<file path="config.mk">
export PLATFORM = sky130hd
export DESIGN_NAME = id_ex_pipeline_reg
export DESIGN_NICKNAME = d
export VERILOG_FILES = /design/src/rtl/id_ex_pipeline_reg.sv
export SDC_FILE = /design/constraint.sdc
export NUM_CORES = 1
export LEC_CHECK = 0
export ABC_CLOCK_PERIOD_IN_PS = 21600
export CAP_MARGIN = 5
export CORE_AREA = 3 3 250 252
export CTS_CLUSTER_DIAMETER = 150
export DETAILED_ROUTE_END_ITERATION = 12
export DIE_AREA = 0 0 253 255
export DONT_BUFFER_PORTS = 1
export GPL_ROUTABILITY_DRIVEN = 1
export HOLD_SLACK_MARGIN = 0.06
export PLACE_DENSITY = 0.36
export REMOVE_ABC_BUFFERS = 1
export SYNTH_ARGS = -nofsm -noshare
export SYNTH_HDL_FRONTEND = slang
export SYNTH_SLANG_ARGS = --single-unit
</file>
<file path="constraint.sdc">
create_clock -name clk -period 21.6 [get_ports clk]
set_clock_uncertainty 0.15 [all_clocks]
set_input_delay 4.32 -clock clk [delete_from_list [all_inputs] [get_ports clk]]
set_output_delay 4.32 -clock clk [all_outputs]
set_load 0.02 [all_outputs]
</file>
<file path="src/rtl/id_ex_pipeline_reg.sv">
// ID/EX pipeline register: captures decoded operands and controls from ID, with stall, flush
// and WB-to-ID bypass so a held or freshly read operand never goes stale.
module id_ex_pipeline_reg #(
    parameter int unsigned XLEN   = 64,
    parameter int unsigned REG_AW = 5
) (
    input  logic              clk,
    input  logic              reset,
    input  logic              stall,
    input  logic              flush,
    input  logic [XLEN-1:0]   IF_ID_pc,
    input  logic [XLEN-1:0]   rs1_value,
    input  logic [XLEN-1:0]   rs2_value,
    input  logic [XLEN-1:0]   imm,
    input  logic [REG_AW-1:0] rs1,
    input  logic [REG_AW-1:0] rs2,
    input  logic [REG_AW-1:0] rd,
    input  logic [3:0]        funct,
    input  logic              RegWrite,
    input  logic              MemRead,
    input  logic              MemWrite,
    input  logic              MemtoReg,
    input  logic              ALUSrc,
    input  logic              Branch,
    input  logic [1:0]        ALUOp,
    input  logic              MEM_WB_RegWrite,
    input  logic [REG_AW-1:0] MEM_WB_rd,
    input  logic [XLEN-1:0]   writeback_mux_value,
    output logic              ID_EX_valid,
    output logic [XLEN-1:0]   ID_EX_pc,
    output logic [XLEN-1:0]   ID_EX_rs1_value,
    output logic [XLEN-1:0]   ID_EX_rs2_value,
    output logic [XLEN-1:0]   ID_EX_imm,
    output logic [REG_AW-1:0] ID_EX_rs1,
    output logic [REG_AW-1:0] ID_EX_rs2,
    output logic [REG_AW-1:0] ID_EX_rd,
    output logic [3:0]        ID_EX_funct,
    output logic              ID_EX_RegWrite,
    output logic              ID_EX_MemRead,
    output logic              ID_EX_MemWrite,
    output logic              ID_EX_MemtoReg,
    output logic              ID_EX_ALUSrc,
    output logic              ID_EX_Branch,
    output logic [1:0]        ID_EX_ALUOp
);

    typedef struct packed {
        logic              valid;
        logic [XLEN-1:0]   pc;
        logic [XLEN-1:0]   rs1_value;
        logic [XLEN-1:0]   rs2_value;
        logic [XLEN-1:0]   imm;
        logic [REG_AW-1:0] rs1;
        logic [REG_AW-1:0] rs2;
        logic [REG_AW-1:0] rd;
        logic [3:0]        funct;
        logic              reg_write;
        logic              mem_read;
        logic              mem_write;
        logic              memto_reg;
        logic              alu_src;
        logic              branch;
        logic [1:0]        alu_op;
    } slot_t;

    slot_t slot_d, slot_q;

    logic wb_active;
    logic load_hit_rs1, load_hit_rs2;
    logic hold_hit_rs1, hold_hit_rs2;

    // x0 is hard-wired zero, so a write to it must never be forwarded.
    assign wb_active    = MEM_WB_RegWrite && (MEM_WB_rd != '0);
    assign load_hit_rs1 = wb_active && (MEM_WB_rd == rs1);
    assign load_hit_rs2 = wb_active && (MEM_WB_rd == rs2);
    assign hold_hit_rs1 = wb_active && slot_q.valid && (MEM_WB_rd == slot_q.rs1);
    assign hold_hit_rs2 = wb_active && slot_q.valid && (MEM_WB_rd == slot_q.rs2);

    always_comb begin
        slot_d = slot_q;
        if (flush) begin
            // Zeroed indices keep the bubble out of every forwarding/hazard compare.
            slot_d = '0;
        end else if (stall) begin
            if (hold_hit_rs1) slot_d.rs1_value = writeback_mux_value;
            if (hold_hit_rs2) slot_d.rs2_value = writeback_mux_value;
        end else begin
            slot_d.valid     = 1'b1;
            slot_d.pc        = IF_ID_pc;
            slot_d.rs1_value = load_hit_rs1 ? writeback_mux_value : rs1_value;
            slot_d.rs2_value = load_hit_rs2 ? writeback_mux_value : rs2_value;
            slot_d.imm       = imm;
            slot_d.rs1       = rs1;
            slot_d.rs2       = rs2;
            slot_d.rd        = rd;
            slot_d.funct     = funct;
            slot_d.reg_write = RegWrite;
            slot_d.mem_read  = MemRead;
            slot_d.mem_write = MemWrite;
            slot_d.memto_reg = MemtoReg;
            slot_d.alu_src   = ALUSrc;
            slot_d.branch    = Branch;
            slot_d.alu_op    = ALUOp;
        end
    end

    always_ff @(posedge clk or posedge reset) begin
        if (reset) begin
            slot_q <= '0;
        end else begin
            slot_q <= slot_d;
        end
    end

    assign ID_EX_valid     = slot_q.valid;
    assign ID_EX_pc        = slot_q.pc;
    assign ID_EX_rs1_value = slot_q.rs1_value;
    assign ID_EX_rs2_value = slot_q.rs2_value;
    assign ID_EX_imm       = slot_q.imm;
    assign ID_EX_rs1       = slot_q.rs1;
    assign ID_EX_rs2       = slot_q.rs2;
    assign ID_EX_rd        = slot_q.rd;
    assign ID_EX_funct     = slot_q.funct;
    assign ID_EX_RegWrite  = slot_q.reg_write;
    assign ID_EX_MemRead   = slot_q.mem_read;
    assign ID_EX_MemWrite  = slot_q.mem_write;
    assign ID_EX_MemtoReg  = slot_q.memto_reg;
    assign ID_EX_ALUSrc    = slot_q.alu_src;
    assign ID_EX_Branch    = slot_q.branch;
    assign ID_EX_ALUOp     = slot_q.alu_op;

endmodule

</file>
==> metrics.txt <==
Worst EP required=roughly 22000 ps; I/O pins=641; RD Place Congestion=about 0.75; Starting Density=0.214; antenna viol nets, final=0; initial antenna violation count=5; leading cell type in the layout, fill and taps excluded=dfrtp_1; DR pass1 iterations=5; Slowest cell on crit path=buf_4; Clock Root Buffer=clkbuf_16; Max clock buf depth=3; Max Cap Viol=0; Buf/Inv on CP=2; highest-count cells in the layout ignoring fill and taps=dfrtp_1, mux2i_1, nor2_1; Post-DP HPWL=roughly 34000 µm; Hold Buf Count CTS=0; transition time of the tightest slew-check pin=between 1000 and 1500 ps; P&R area growth vs syn=13.7%; Setup CP Type=in2reg; Port-buffer cells=0; layout cells sized above 1=0.0682; CP dominant cell by count=buf_4; Worst setup EP type=flop; Leakage=6.67 nW; Slew Limit Fails=0; number of synthesized register bits=roughly 280; vias in the first global route=between 9000 and 10000; sequential area share after synthesis=0.551; mapped cell area=around 13000 µm²; crit path DAT=between 6000 and 7000 ps; area of the multi-input gates=5050 µm²; status=completed; H-tree depth=2; Setup TNS=0 ps; first-pass GRT wire length=roughly 66000 µm; post-CTS sizing=0; Clk Latency, worst-skew pair=around 530 ps; PwrDens=90.3 nW/µm²; Initial DRC Count=roughly 440; post-synthesis cell type count=30; clk slew on worst S/H paths=about 60 ps; CTS tree=done; Num CTS Buffers=36; Die Wd=about 250 µm; Post-CTS Setup Inserts=0; hold_ws=between 500 and 600 ps; maximum vdd drop=0.0497 mV; setup violation total in the final timing report=0; unrepaired setup endpoints after global routing=no; Max-Slew Margin vs Limit=0.251; Hold Path Class=reg2reg; Routed WL per cell=between 20 and 25 µm; Tmin final=roughly 6500 ps; total gr overflow=0; period utilization=0.302; register area=~7100 µm²; Fmax=between 0.15 and 0.2 GHz; die area=about 65000 µm²; CORE AREA=60400 µm²; largest net degree at the start of global routing=160; DR vias/cell=around 4.6; WL final=roughly 47000 µm; Gate Count Post-Synth=~1200; Tot GR Track Use=0.137; Die Y=255 µm; Layout Nets=between 1000 and 1500; Avg Synthesized Cell Area=approximately 11 µm²; Worst setup SP type=input pin; CTS sink count=roughly 280; num rows=90; Filler Cell Count=~6500; CP max FO=89; total number of vias=between 9000 and 10000; # DRC=0; CP peak stage delay=740 ps; Ys Warns=0; CP cell instances=or4_4 > o211a_1 > nand4_1 > buf_4 > buf_4 > o221ai_1; critical path's top delay family=buffers and inverters; final hold viol count=0
-- state kept, by name, indices dropped and copies added, names as in the netlist, 2 cells and up --
| signal | count |
|---|---|
| ID_EX_ALUOp | 2 |
| ID_EX_rd | 5 |
| ID_EX_rs2_value | 64 |
| ID_EX_funct | 4 |
| ID_EX_pc | 64 |
| ID_EX_rs1 | 5 |
| ID_EX_imm | 64 |
| ID_EX_rs2 | 5 |
| ID_EX_rs1_value | 64 |
-- synthesized netlist by cell type (all sizes together) --
master / number / area, µm²
xor2: 16 / 140
nor2: 157 / 589
o211a: 1 / 10.0
o21a: 1 / 7.51
nand2b: 1 / 6.26
and4: 1 / 11.3
dfrtp: 284 / 7110
o22a: 1 / 10.0
buf: 50 / 327
xnor2: 4 / 35.0
a31oi: 2 / 33.8
nor3: 4 / 20.0
nand4: 1 / 6.26
nand3: 67 / 335
clkbuf: 51 / 191
a22oi: 63 / 473
mux2i: 220 / 2200
o221ai: 65 / 569
inv: 65 / 244
o21ai: 63 / 315
or4: 1 / 11.3
nand2: 64 / 240
or2: 1 / 6.26
nor2b: 1 / 6.26
a21oi: 1 / 5.00
-- report_power, final --
part	internal [W]	switching [W]
Clock	0.000366	0.000243
Combinational	0.0000355	0.0000459
Sequential	0.000563	0.0000709
Total	0.000964	0.000360
-- tightest hold or removal path, cell delays in order, from the launching register on --
cell,delay [ps]
dfrtp_1,450
mux2i_1,110
nor2_1,80
-- metal layers --
metal / vias to the layer above / track usage / share of wire
met1: 4449 / 0.141 / 0.34
met5: - / 0 / 0.00025
met4: 2 / 0.0455 / 0.024
li1: 4043 / - / -
met3: 59 / 0.0755 / 0.14
met2: 476 / 0.237 / 0.50
-- cell families (layout without fill, tap and decap cells) --
logic type,Yosys count,after routing,share of synthesized area
and+or+nand+nor,298,298,0.0955
muxes,220,220,0.171
AOI/OAI and AO/OA,197,197,0.110
xor gates and xnor gates,20,20,0.0136
other,0,4,0
DFF,284,284,0.551
buffers and inverters,166,139,0.0591
-- cell type report --
type,count,share of cell area
diodes,4,0.000682
clock buffers,52,0.0751
clock inverters,11,0.00614
flip-flops and latches,284,0.484
multi-input cells,735,0.344
repair buffers,11,0.00563
inverters,65,0.0171
well taps,782,0.0667
-- path summary, 6_finish.rpt --
| check | endpoint | depth (start not counted) | slack [ps] | startpoint |
|---|---|---|---|---|
| min in group asynchronous | ID_EX_pc[51]$_DFFE_PP0P_ | 1 | 3610 | reset |
| setup reg to reg | ID_EX_rs1_value[0]$_DFFE_PP0P_ | 6 | 18850 | ID_EX_rs1[1]$_DFFE_PP0P_ |
| hold reg to reg | ID_EX_imm[40]$_DFFE_PP0P_ | 2 | 520 | ID_EX_imm[40]$_DFFE_PP0P_ |
| max in group asynchronous | ID_EX_rs2_value[62]$_DFFE_PP0P_ | 3 | 15520 | reset |
| hold / removal | ID_EX_imm[40]$_DFFE_PP0P_ | 2 | 520 | ID_EX_imm[40]$_DFFE_PP0P_ |
| setup / recovery | ID_EX_rs1_value[0]$_DFFE_PP0P_ | 6 | 15070 | MEM_WB_rd[1] |
-- through the flow --
stage               setup slack [ps]  std cells  utilization  area, µm²  power (W)
floorplan                       9290       1084            -      12400   0.000695
global placement               14590       1877        0.223      13500   0.000728
detailed placement             14540       1877        0.223      13500   0.000729
CTS                            15120       1940        0.243      14700    0.00135
global route                   14900       1943        0.243      14700    0.00138
finish                         15070       1944        0.243      14700    0.00132
Power figures use the tool's default switching activity.
